--- src/rtl/mem_port_arbiter.sv ---
// mem_port_arbiter: shares one single-port memory between fetch and MEM.
// Data accesses win; a pending fetch is served after every data access.
module mem_port_arbiter #(
  parameter int AW        = 32,
  parameter int DW        = 32,
  parameter int TO_CYCLES = 255
) (
  input  logic          clk,
  input  logic          rst,
  input  logic          if_req,
  input  logic [AW-1:0] if_addr,
  input  logic          if_kill,
  output logic          if_valid,
  output logic [DW-1:0] if_rdata,
  input  logic          dm_req,
  input  logic          dm_we,
  input  logic [AW-1:0] dm_addr,
  input  logic [DW-1:0] dm_wdata,
  output logic          dm_done,
  output logic [DW-1:0] dm_rdata,
  output logic          mem_req,
  output logic          mem_we,
  output logic [AW-1:0] mem_addr,
  output logic [DW-1:0] mem_wdata,
  input  logic [DW-1:0] mem_rdata,
  input  logic          mem_ready,
  output logic          StallF,
  output logic          StallD,
  output logic          StallE,
  output logic          StallM,
  output logic          FlushD,
  output logic          FlushW,
  output logic          bus_err
);

  typedef enum logic [2:0] {
    IDLE,
    IF_BUSY,
    DM_BUSY,
    IF_DONE,
    DM_DONE
  } state_t;

  localparam logic [15:0] ToLast = 16'(TO_CYCLES - 1);

  state_t        state;
  state_t        stateNext;
  logic [15:0]   waitCnt;
  logic          killFlag;
  logic          lastDm;
  logic          busy;
  logic          timeout;
  logic          txnEnd;
  logic          grantDm;
  logic          grantIf;
  logic          dataStall;
  logic          fetchWait;
  logic [DW-1:0] capData;

  assign busy    = (state == IF_BUSY) || (state == DM_BUSY);
  // A ready in the last allowed cycle still counts as a normal completion.
  assign timeout = busy && !mem_ready && (waitCnt == ToLast);
  assign txnEnd  = mem_ready || timeout;
  assign capData = mem_ready ? mem_rdata : '0;
  assign grantDm = dm_req && !(lastDm && if_req);
  assign grantIf = if_req && !grantDm;

  always_comb begin
    stateNext = state;
    unique case (state)
      IDLE: begin
        if (grantDm) stateNext = DM_BUSY;
        else if (grantIf) stateNext = IF_BUSY;
      end
      IF_BUSY: if (txnEnd) stateNext = IF_DONE;
      DM_BUSY: if (txnEnd) stateNext = DM_DONE;
      IF_DONE: stateNext = IDLE;
      DM_DONE: stateNext = IDLE;
      default: stateNext = IDLE;
    endcase
  end

  always_ff @(posedge clk or posedge rst) begin
    if (rst) begin
      state     <= IDLE;
      waitCnt   <= '0;
      killFlag  <= 1'b0;
      lastDm    <= 1'b0;
      mem_we    <= 1'b0;
      mem_addr  <= '0;
      mem_wdata <= '0;
      if_rdata  <= '0;
      dm_rdata  <= '0;
    end else begin
      state <= stateNext;
      unique case (state)
        IDLE: begin
          waitCnt <= '0;
          if (grantDm) begin
            mem_addr  <= dm_addr;
            mem_we    <= dm_we;
            mem_wdata <= dm_wdata;
          end else if (grantIf) begin
            mem_addr  <= if_addr;
            mem_we    <= 1'b0;
            mem_wdata <= '0;
          end
        end
        IF_BUSY: begin
          killFlag <= killFlag | if_kill;
          if (!mem_ready) waitCnt <= waitCnt + 16'd1;
          if (txnEnd) begin
            if_rdata <= capData;
            lastDm   <= 1'b0;
            mem_we   <= 1'b0;
          end
        end
        DM_BUSY: begin
          if (!mem_ready) waitCnt <= waitCnt + 16'd1;
          if (txnEnd) begin
            dm_rdata <= capData;
            lastDm   <= 1'b1;
            mem_we   <= 1'b0;
          end
        end
        IF_DONE: killFlag <= 1'b0;
        default: ;
      endcase
    end
  end

  assign mem_req  = busy;
  assign bus_err  = timeout;
  assign dm_done  = (state == DM_DONE);
  assign if_valid = (state == IF_DONE) && !killFlag && !if_kill;

  // MEM-stage stalls dominate; a fetch wait only bubbles decode.
  assign dataStall = dm_req && (state != DM_DONE);
  assign fetchWait = !dataStall && if_req && !if_valid;

  assign StallF = dataStall || fetchWait;
  assign StallD = dataStall;
  assign StallE = dataStall;
  assign StallM = dataStall;
  assign FlushW = dataStall;
  assign FlushD = fetchWait;

endmodule

--- config.mk ---
export PLATFORM = sky130hd
export DESIGN_NAME = mem_port_arbiter
export DESIGN_NICKNAME = d
export VERILOG_FILES = /design/src/rtl/mem_port_arbiter.sv
export SDC_FILE = /design/constraint.sdc
export NUM_CORES = 1
export LEC_CHECK = 0
export ABC_AREA = 1
export CAP_MARGIN = 25
export CELL_PAD_IN_SITES_DETAIL_PLACEMENT = 0
export CELL_PAD_IN_SITES_GLOBAL_PLACEMENT = 2
export CORE_UTILIZATION = 26
export CTS_CLUSTER_SIZE = 16
export DETAILED_ROUTE_END_ITERATION = 16
export GPL_TIMING_DRIVEN = 0
export PLACE_DENSITY_LB_ADDON = 0.08
export SYNTH_ARGS = -nofsm -noshare
export SYNTH_HDL_FRONTEND = slang
export SYNTH_SLANG_ARGS = --single-unit
--- constraint.sdc ---
create_clock -name clk -period 15.1 [get_ports clk]
set_clock_uncertainty 0.05 [all_clocks]
set_input_delay 2.265 -clock clk [delete_from_list [all_inputs] [get_ports clk]]
set_output_delay 2.265 -clock clk [all_outputs]
set_load 0.05 [all_outputs]
# Word level (Yosys, flattened, before mapping)
# Cells that the tools add are included.
totals:
  regBits: 150
  out_inout_bits: 139
  word_cells: 74
op_classes:
  addsub: 1
  n_eq_ne: 11
  mux: 19
  bitwise_logic: 1
  n_reduce_logical: 33
op_table:
  columns: ["operator", "count"]
  rows:
  - ["$mux 32", 5]
  - ["$pmux 16 s2", 1]
  - ["$add 16x1->16 const B", 1]
  - ["$eq 16x8->1 const B", 1]
  - ["$mux 16", 1]
  - ["$mux 3", 4]
  - ["$logic_and 1x1->1", 10]
  - ["$pmux 3 s3", 1]
  - ["$reduce_and 3->1", 3]
  - ["$reduce_and 2->1", 4]
  - ["$reduce_bool 2->1", 4]
  - ["$logic_not 1->1", 7]
  - ["$eq 3x2->1 const B", 2]
  - ["$ne 2x2->1 const B", 3]
  - ["$ne 3x3->1 const B", 2]
  - ["$pmux 1 s2", 3]
  - ["$mux 1", 4]
  - ["$eq 3x1->1 const B", 1]
  - ["$eq 3x3->1 const B", 1]
  - ["$logic_not 3->1", 1]
  - ["$logic_or 1x1->1", 3]
  - ["$ne 2x1->1 const B", 1]
  - ["$reduce_or 2->1", 1]
  - ["$or 1x1->1", 1]

# Depth between registers and ports, before layout
# Gate-level depths: netlist of run 1.
logic_depth:
  word_depth: 8
  mapped_depth: 10
  ltp_nobuf: 9

# Least setup slack after synthesis of run 1
# OpenSTA, ideal clock, no wires.
synth_path:
  path_kind: "input -> output"
  startpoint: "input port mem_ready"
  endpoint: "output port bus_err"
  arrival_time_ns: 3.935
  path_slack_ns: 8.850
  path_stages: 3
  path_buffers: 0
  cell_sequence: "inv_1 -> nand2_4 -> nor4_1"
synth_between:
  elab_chain_len: 3
synth_lines:
  columns: ["element", "line_no", "rtl"]
  rows:
  - ["from (decl)", "26", "input logic mem_ready,"]
  - ["$logic_not 1->1", null, null]
  - ["$logic_and 1x1->1 (2 in series)", "62", "assign timeout = busy && !mem_ready && (waitCnt == ToLast);"]
  - ["to (decl)", "33", "output logic bus_err"]
# Every way passes these cells.

# Worst setup path in the final report of run 1
layout_path:
  startpoint: "input port dm_req"
  endpoint: "output port StallD"
layout_between:
  elab_chain_len: 1
layout_lines:
  columns: ["element", "line_no", "rtl"]
  rows:
  - ["from (decl)", "15", "input logic dm_req,"]
  - ["$logic_and 1x1->1", "138", "assign dataStall = dm_req && (state != DM_DONE);"]
  - ["to (decl)", "28", "output logic StallD,"]
# Every way passes these cells.

==> tab_implementation.tex, run 1 <==
\begin{tabular}{lr}
\hline
Metric & Value \\
\hline
\multicolumn{2}{l}{\textbf{STA}} \\
\quad Post-route clock period utilization & 42.5\% \\
\quad Pins Over Slew Limit & 0 \\
\quad F\_max & approximately 160 MHz \\
\quad RSZ-0062 raised after global routing & no \\
\quad Min Clock Period, post-route & 6.42 ns \\
\quad Setup TNS & 0 ns \\
\quad Transition time at the pin with the least slew margin & 0.615 ns \\
\quad Final setup vio count & 0 \\
\quad Count of final hold-check violations & 0 \\
\quad Worst max-slew margin expressed relative to the limit & 58.7\% \\
\multicolumn{2}{l}{\textbf{Global route}} \\
\quad Number of global-route vias before repair & about 6,400 \\
\quad Final global-route overflow total & 0 \\
\quad Global-route usage over all layers & 18.3\% \\
\quad Antenna violations before repair & 0 \\
\quad Global-route wire length before repair & between 30,000 and 40,000 microns \\
\quad Largest net degree at the start of global routing & 103 \\
\multicolumn{2}{l}{\textbf{Finish}} \\
\quad Area growth from synthesis to layout & 56.5\% \\
\quad \# diodes & 0 \\
\quad Fraction of layout instances using a drive strength above 1 & 5.61\% \\
\quad Final \#Nets & 1,246 \\
\quad Final Instance Area & between 0.01 and 0.015 sq mm \\
\multicolumn{2}{l}{\textbf{Floorplanning}} \\
\quad Die Width & between 150 and 200 microns \\
\quad CORE AREA & 0.0253 sq mm \\
\quad Placement Rows & 58 \\
\quad Height of the die & between 150 and 200 microns \\
\quad \# IOs & $\sim$270 \\
\quad Die area & 0.0264 sq mm \\
\quad Initial standard-cell utilization of the core & around a quarter \\
\multicolumn{2}{l}{\textbf{Power}} \\
\quad Int Power & 1.23 mW \\
\quad Portion of total power attributed to combinational logic & between 50\% and 60\% \\
\quad Fraction of power spent switching nets & between 50\% and 60\% \\
\quad Worst VDD drop & 0.103 mV \\
\quad Proportion of power drawn by flip-flops and latches & between 20\% and 30\% \\
\quad Static leakage & 4.89 nW \\
\quad Power per cell area & 240 mW/mm\^{}2 \\
\quad Net switching component of the power & 1.29 mW \\
\quad Clk network pwr share & 17.2\% \\
\multicolumn{2}{l}{\textbf{Hold path}} \\
\quad Kind of path behind the tightest hold check & reg -> reg \\
\multicolumn{2}{l}{\textbf{Critical path}} \\
\quad Buffers and inverters on the worst path & 4 \\
\quad Arrival time at the worst endpoint & just over 4 ns \\
\quad End point of the critical path & StallD \\
\quad Critical register-to-register path startpoint & lastDm\$\_DFFE\_PP0P\_ \\
\quad Worst-case register-to-register setup slack & roughly 13 ns \\
\quad Worst R2R Path Depth & 7 \\
\quad Crit. path cell count & 5 \\
\quad Required time at the endpoint of the critical path & approximately 13 ns \\
\quad Type of the worst setup path & in -> out \\
\quad Type of element capturing the critical path & output pin \\
\quad R2R Path End & mem\_addr[12]\$\_DFFE\_PP0P\_ \\
\quad Cells along the critical path & clkdlybuf4s50\_1, inv\_1, nor2\_1, buf\_4, clkdlybuf4s50\_1 \\
\quad Crit path largest cell delay & between 0.7 and 0.8 ns \\
\quad Startpoint of the most critical setup path & dm\_req \\
\quad Crit path max-delay family & buffers and inverters \\
\quad Element type at the critical path start & primary input \\
\quad Cell repeated most along the worst path & sky130\_fd\_sc\_hd\_\_clkdlybuf4s50\_1 \\
\quad Slowest stage cell on the critical path & sky130\_fd\_sc\_hd\_\_clkdlybuf4s50\_1 \\
\quad Critical path peak fanout & 5 \\
\multicolumn{2}{l}{\textbf{Synth}} \\
\quad Net count after synthesis & roughly 950 \\
\quad Library cells used by synthesis & 28 \\
\quad Cell types with the largest area share after synthesis & sky130\_fd\_sc\_hd\_\_dfrtp\_1 (56\%), sky130\_fd\_sc\_hd\_\_nand2\_1 (16\%), sky130\_fd\_sc\_hd\_\_nand3\_1 (8.8\%), sky130\_fd\_sc\_hd\_\_o21ai\_0 (4.9\%), sky130\_fd\_sc\_hd\_\_nor2\_1 (3.7\%) \\
\quad Synthesized instance count & 816 \\
\quad Sequential share of the synthesized area & 56.1\% \\
\quad Post-synthesis sequential element count & 150 \\
\quad Top cell type's share of synthesized area & 56.1\% \\
\quad Netlist area before placement & between 0.006 and 0.007 sq mm \\
\quad Number of warnings printed during yosys synthesis & 0 \\
\quad Cell taking the most area after synthesis & sky130\_fd\_sc\_hd\_\_dfrtp\_1 \\
\quad Average size of a mapped cell & roughly 8 sq um \\
\multicolumn{2}{l}{\textbf{Route}} \\
\quad Total wirelength of the detailed-routed design & 23,500 microns \\
\quad First-pass iteration count of the detailed router & 4 \\
\quad Number of nets still failing antenna checks after routing & 0 \\
\quad DRC violation count after routing & 0 \\
\quad Via total after detailed routing & between 6,000 and 7,000 \\
\quad DRC marker count from the first detailed-route iteration & 320 \\
\quad Average wire per cell in the routed design & between 15 and 20 microns \\
\quad Post-detailed-route via-to-cell ratio & 4.39 \\
\multicolumn{2}{l}{\textbf{Clock network}} \\
\quad Num Clock Sinks & 150 \\
\quad Post CTS Setup Buffer Count & 0 \\
\quad Root buffer selected by CTS & sky130\_fd\_sc\_hd\_\_clkbuf\_16 \\
\quad Clock Latency Late Sink & 0.42 ns \\
\quad Clock buffers created by TritonCTS & 17 \\
\quad Clock slew at reported path FFs & roughly 0.060 ns \\
\quad Maximum level of the CTS H-tree & 4 \\
\quad Largest buffer count on any clock path & 2 \\
\quad Hold Buf Count CTS & 0 \\
\quad CTS tree & built \\
\quad Gates resized, CTS repair & 0 \\
\multicolumn{2}{l}{\textbf{Outcome}} \\
\quad Run status & finished clean \\
\multicolumn{2}{l}{\textbf{Placed design}} \\
\quad Half-perimeter wire length after detailed placement & 17,300 microns \\
\quad Weighted congestion at the end of routability-driven global placement & 0.775 \\
\quad Instance area after placement & 0.00988 sq mm \\
\quad Total of buffers placed on input and output ports & 273 \\
\multicolumn{2}{l}{\textbf{Run}} \\
\quad Max-cap viol count & 0 \\
\hline
\end{tabular}
## per-stage QoR
step                      power [mW]  hold WS (ns)  cells  setup slack [ns]  utilization, %
after floorplan                 1.58         0.392    816              8.75               -
after global placement          2.11         0.403   1419              5.96            39.0
after detailed placement        2.12         0.408   1420              8.66            39.1
after CTS                       2.56         0.425   1452              8.66            41.5
after global routing            2.67         0.437   1452              8.57            41.5
final                           2.52         0.420   1452              8.68            41.5
## cell families (layout without fill, tap and decap cells)
kind of cell | after synthesis | after routing | synth area share, %
buffers and inverters | 84 | 390 | 5.79
AOI/OAI and AO/OA | 80 | 80 | 6.05
and+or+nand+nor | 500 | 500 | 31.7
adders and majority gates | 2 | 2 | 0.374
DFF | 150 | 150 | 56.1
## cells in the final DEF (no fill, tap or decap), types with 3 or more instances in the layout
cell type                         Yosys  routed
sky130_fd_sc_hd__nand2_1            293     293
sky130_fd_sc_hd__clkdlybuf4s50_1      0     273
sky130_fd_sc_hd__dfrtp_1            150     150
sky130_fd_sc_hd__nand3_1            118     118
sky130_fd_sc_hd__o21ai_0             66      66
sky130_fd_sc_hd__nor2_1              66      66
sky130_fd_sc_hd__inv_1               33      32
sky130_fd_sc_hd__clkbuf_1            30      30
sky130_fd_sc_hd__clkbuf_16            0      17
sky130_fd_sc_hd__nand4_1              9       9
sky130_fd_sc_hd__o21ai_1              8       8
sky130_fd_sc_hd__inv_8                0       6
sky130_fd_sc_hd__buf_6                5       5
sky130_fd_sc_hd__buf_2                5       5
sky130_fd_sc_hd__nand2_4              4       4
sky130_fd_sc_hd__buf_4                4       4
sky130_fd_sc_hd__a21oi_1              4       4
sky130_fd_sc_hd__inv_6                0       4
sky130_fd_sc_hd__clkinv_8             0       4
sky130_fd_sc_hd__clkinv_1             3       3
## flip-flops by register name, summed over array words and instances, names as in the netlist
signal / flops
mem_we: 1
waitCnt: 16
killFlag: 1
lastDm: 1
dm_rdata: 32
state: 3
mem_addr: 32
mem_wdata: 32
if_rdata: 32
## tightest hold or removal path, stage by stage (launching register included)
cell,delay (ns)
sky130_fd_sc_hd__dfrtp_1,0.34
sky130_fd_sc_hd__nand2_1,0.05
sky130_fd_sc_hd__nand2_1,0.05
## final cells by class
class,count,area (sq um)
Fill cell,2619,14800
Clock inverter,15,178
Timing Repair Buffer,274,2760
Multi-Input combinational cell,582,2550
Sequential cell,150,3750
Buffer,45,239
Inverter,39,156
Tap cell,330,413
Clock buffer,17,425
## layer usage
layer | vias to the layer above | part of all wire (%) | track usage (%)
met5 | - | 0 | 0
met4 | 0 | 0.68 | 3.39
met3 | 8 | 6.1 | 5.25
met2 | 145 | 50 | 31.1
met1 | 2999 | 43 | 23.0
li1 | 3222 | - | -
## power groups by stage
stage          Sequential [mW]  Combinational (mW)  Clock [mW]
2_1_floorplan             1.19               0.389           0
3_3_place_gp             0.661                1.45           0
3_5_place_dp             0.661                1.46           0
4_1_cts                  0.658                1.46       0.449
5_1_grt                  0.677                1.53       0.465
6_report                 0.657                1.43       0.434
## synthesized netlist by cell type, drive strengths merged
cell type	instances
o21bai	1
o21ai	74
clkbuf	30
ha	2
a21o	1
dfrtp	150
a21oi	4
nand2	299
nand4	9
nor3	2
buf	15
or2	1
nor2	68
clkinv	3
nand3	120
nor4	1
inv	36
## worst min-delay path by stage
| stage | startpoint | to | slack (ns) | cells past startpoint |
|---|---|---|---|---|
| floorplan | lastDm$_DFFE_PP0P_ | lastDm$_DFFE_PP0P_ | 0.39 | 2 |
| global placement | if_rdata[26]$_DFFE_PP0P_ | if_rdata[26]$_DFFE_PP0P_ | 0.40 | 2 |
| detailed placement | dm_rdata[28]$_DFFE_PP0P_ | dm_rdata[28]$_DFFE_PP0P_ | 0.41 | 2 |
| CTS | dm_rdata[28]$_DFFE_PP0P_ | dm_rdata[28]$_DFFE_PP0P_ | 0.43 | 2 |
| global route | mem_wdata[14]$_DFFE_PP0P_ | mem_wdata[14]$_DFFE_PP0P_ | 0.44 | 2 |
| finish | mem_wdata[0]$_DFFE_PP0P_ | mem_wdata[0]$_DFFE_PP0P_ | 0.42 | 2 |
Note: power is estimated with default switching activity, not from simulation.
==> run 2, diff against run 1 <==
--- a/config.mk
+++ b/config.mk
@@ -9,7 +9,7 @@
 export CAP_MARGIN = 25
 export CELL_PAD_IN_SITES_DETAIL_PLACEMENT = 0
 export CELL_PAD_IN_SITES_GLOBAL_PLACEMENT = 2
-export CORE_UTILIZATION = 26
+export CORE_UTILIZATION = 21
 export CTS_CLUSTER_SIZE = 16
 export DETAILED_ROUTE_END_ITERATION = 16
 export GPL_TIMING_DRIVEN = 0
==> constraint.sdc (replaced) <==
create_clock -name clk -period 5.86 [get_ports clk]
set_clock_uncertainty 0.05 [all_clocks]
set_input_delay 0.879 -clock clk [delete_from_list [all_inputs] [get_ports clk]]
set_output_delay 0.879 -clock clk [all_outputs]
set_load 0.05 [all_outputs]
==> tab_implementation.tex, run 2 (synthesized netlist as in run 1, its figures left out) <==
\begin{tabular}{lr}
\hline
Metric & Value \\
\hline
\multicolumn{2}{l}{\textbf{Global route}} \\
\quad Number of global-route vias before repair & between 6,000 and 7,000 \\
\quad Global-route wire length before repair & 39,900 microns \\
\quad Antenna violations before repair & 0 \\
\quad Largest net degree at the start of global routing & 107 \\
\quad Global-route usage over all layers & 16.1\% \\
\quad Final global-route overflow total & 0 \\
\multicolumn{2}{l}{\textbf{STA}} \\
\quad Post-route clock period utilization & 63.9\% \\
\quad Min Clock Period, post-route & 3.74 ns \\
\quad Minimum hold slack & 0.418 ns \\
\quad Final setup vio count & 0 \\
\quad Setup TNS & 0 ns \\
\quad F\_max & 267 MHz \\
\quad RSZ-0062 raised after global routing & no \\
\quad Transition time at the pin with the least slew margin & 0.595 ns \\
\quad Worst max-slew margin expressed relative to the limit & 60.3\% \\
\quad Pins Over Slew Limit & 0 \\
\quad Count of final hold-check violations & 0 \\
\quad Worst setup margin & 2.12 ns \\
\multicolumn{2}{l}{\textbf{Power}} \\
\quad Int Power & 3.28 mW \\
\quad Fraction of power spent switching nets & 50.3\% \\
\quad Clk network pwr share & roughly 18\% \\
\quad Portion of total power attributed to combinational logic & 56.0\% \\
\quad Proportion of power drawn by flip-flops and latches & 25.6\% \\
\quad Static leakage & 4.90 nW \\
\quad Worst VDD drop & 0.241 mV \\
\quad Net switching component of the power & 3.33 mW \\
\quad Power per cell area & 624 mW/mm\^{}2 \\
\multicolumn{2}{l}{\textbf{Floorplanning}} \\
\quad Die Width & 181 microns \\
\quad \# IOs & about 270 \\
\quad Height of the die & around 180 microns \\
\quad CORE AREA & 0.0315 sq mm \\
\quad Initial standard-cell utilization of the core & 21.3\% \\
\quad Placement Rows & 65 \\
\quad Die area & 0.0326 sq mm \\
\multicolumn{2}{l}{\textbf{Finish}} \\
\quad Leading cell type in the layout, fill and taps excluded & sky130\_fd\_sc\_hd\_\_nand2\_1 \\
\quad Final \#Nets & about 1,200 \\
\quad \# diodes & 0 \\
\quad Top library cells by usage in the layout, fill and taps aside & sky130\_fd\_sc\_hd\_\_nand2\_1 (293), sky130\_fd\_sc\_hd\_\_clkdlybuf4s50\_1 (273), sky130\_fd\_sc\_hd\_\_dfrtp\_1 (150) \\
\quad Fraction of layout instances using a drive strength above 1 & under 10\% \\
\quad Post-route non-filler standard cell count & 1,524 \\
\quad Area growth from synthesis to layout & 58.2\% \\
\multicolumn{2}{l}{\textbf{Critical path}} \\
\quad Type of the worst setup path & in -> out \\
\quad Type of element capturing the critical path & output pin \\
\quad Cell repeated most along the worst path & sky130\_fd\_sc\_hd\_\_clkdlybuf4s50\_1 \\
\quad Critical path peak fanout & 7 \\
\quad Required time at the endpoint of the critical path & just under 5 ns \\
\quad Crit path largest cell delay & roughly 0.89 ns \\
\quad Cells along the critical path & clkdlybuf4s50\_1, inv\_1, nand2\_4, nor4\_1, clkdlybuf4s50\_1 \\
\quad Arrival time at the worst endpoint & roughly 2.8 ns \\
\quad Slowest stage cell on the critical path & sky130\_fd\_sc\_hd\_\_clkdlybuf4s50\_1 \\
\quad Element type at the critical path start & primary input \\
\multicolumn{2}{l}{\textbf{Clock network}} \\
\quad Post CTS Setup Buffer Count & 0 \\
\quad Root buffer selected by CTS & sky130\_fd\_sc\_hd\_\_clkbuf\_16 \\
\quad Num Clock Sinks & 150 \\
\quad CTS tree & built \\
\quad Gates resized, CTS repair & 0 \\
\quad Maximum level of the CTS H-tree & 4 \\
\quad Clock Latency Late Sink & 0.43 ns \\
\quad Clock slew at reported path FFs & 0.06 ns \\
\quad Clock buffers created by TritonCTS & 17 \\
\quad Largest buffer count on any clock path & 2 \\
\quad Hold Buf Count CTS & 0 \\
\multicolumn{2}{l}{\textbf{Hold path}} \\
\quad Kind of path behind the tightest hold check & reg -> reg \\
\multicolumn{2}{l}{\textbf{Outcome}} \\
\quad Run status & finished clean \\
\multicolumn{2}{l}{\textbf{Placed design}} \\
\quad Weighted congestion at the end of routability-driven global placement & 0.756 \\
\quad Total of buffers placed on input and output ports & 273 \\
\quad Half-perimeter wire length after detailed placement & 18,600 microns \\
\quad Number of cells after detailed placement & 1,492 \\
\quad Post-Place Setup Slack & 2.13 ns \\
\multicolumn{2}{l}{\textbf{Run}} \\
\quad Max-cap viol count & 0 \\
\multicolumn{2}{l}{\textbf{Route}} \\
\quad Post-detailed-route via-to-cell ratio & 4.19 \\
\quad First-pass iteration count of the detailed router & 6 \\
\quad Total wirelength of the detailed-routed design & 25,300 microns \\
\quad DRC violation count after routing & 0 \\
\quad DRC marker count from the first detailed-route iteration & 254 \\
\quad Average wire per cell in the routed design & between 15 and 20 microns \\
\quad Via total after detailed routing & 6,384 \\
\quad Number of nets still failing antenna checks after routing & 0 \\
\hline
\end{tabular}
==> run 2: cell count changes in the layout (fill, tap and decap cells not counted) <==
cell	change
sky130_fd_sc_hd__clkinv_2	-1
sky130_fd_sc_hd__bufinv_16	+3
sky130_fd_sc_hd__inv_8	-1
sky130_fd_sc_hd__clkinv_4	+1
sky130_fd_sc_hd__inv_12	-1
sky130_fd_sc_hd__clkinv_8	-4
sky130_fd_sc_hd__inv_6	+2
sky130_fd_sc_hd__clkinvlp_4	+1
==> run 2: critical path: cells and delay by family <==
kind | cells | cell delay (ns)
AND/OR/NAND/NOR | 2 | 0.51
buffers and inverters | 3 | 1.43
==> run 2: through the flow <==
step / total power, mW / util [%] / instance area [sq um]
floorplan: 4.07 / - / 6700
global placement: 5.49 / 31.6 / 9930
detailed placement: 5.48 / 31.7 / 9970
CTS: 6.74 / 33.7 / 10600
global route: 7.03 / 33.7 / 10600
finish: 6.61 / 33.7 / 10600
==> run 2: worst paths after layout <==
path                                         start  cells past startpoint                   endpoint  slack (ns)
max in group asynchronous                      rst                      3  mem_wdata[19]$_DFFE_PP0P_        4.06
setup / recovery                         mem_ready                      5                    bus_err        2.12
min in group asynchronous                      rst                      2   if_rdata[25]$_DFFE_PP0P_        0.80
hold / removal             dm_rdata[4]$_DFFE_PP0P_                      2    dm_rdata[4]$_DFFE_PP0P_        0.42
hold reg to reg            dm_rdata[4]$_DFFE_PP0P_                      2    dm_rdata[4]$_DFFE_PP0P_        0.42
setup reg to reg                lastDm$_DFFE_PP0P_                      7   mem_wdata[9]$_DFFE_PP0P_        3.91
==> run 2: area by class of cell <==
cell class | instances | area (sq um)
Sequential cell | 150 | 3750
Clock inverter | 15 | 204
Buffer | 45 | 239
Fill cell | 3327 | 20900
Clock buffer | 17 | 425
Multi-Input combinational cell | 582 | 2550
Timing Repair Buffer | 274 | 2760
Tap cell | 402 | 503
Inverter | 39 | 156
==> run 2: routing by layer <==
metal  up-vias  share of wire (%)  wire length [microns]  GRT usage (%)
met5         -                  0                      0              0
met3        21                6.0                   1520           5.07
met1      3017                 42                  10600           19.2
li1       3216                  -                      -              -
met4         0                1.4                    349           4.58
met2       130                 51                  12800           27.6
==> run 2: power groups by stage <==
stage	logic (mW)	registers, mW	clock network [mW]
after floorplan	1.00	3.06	0
after global routing	3.98	1.75	1.30
final	3.70	1.69	1.21
after global placement	3.79	1.70	0
after CTS	3.78	1.70	1.26
after detailed placement	3.78	1.71	0
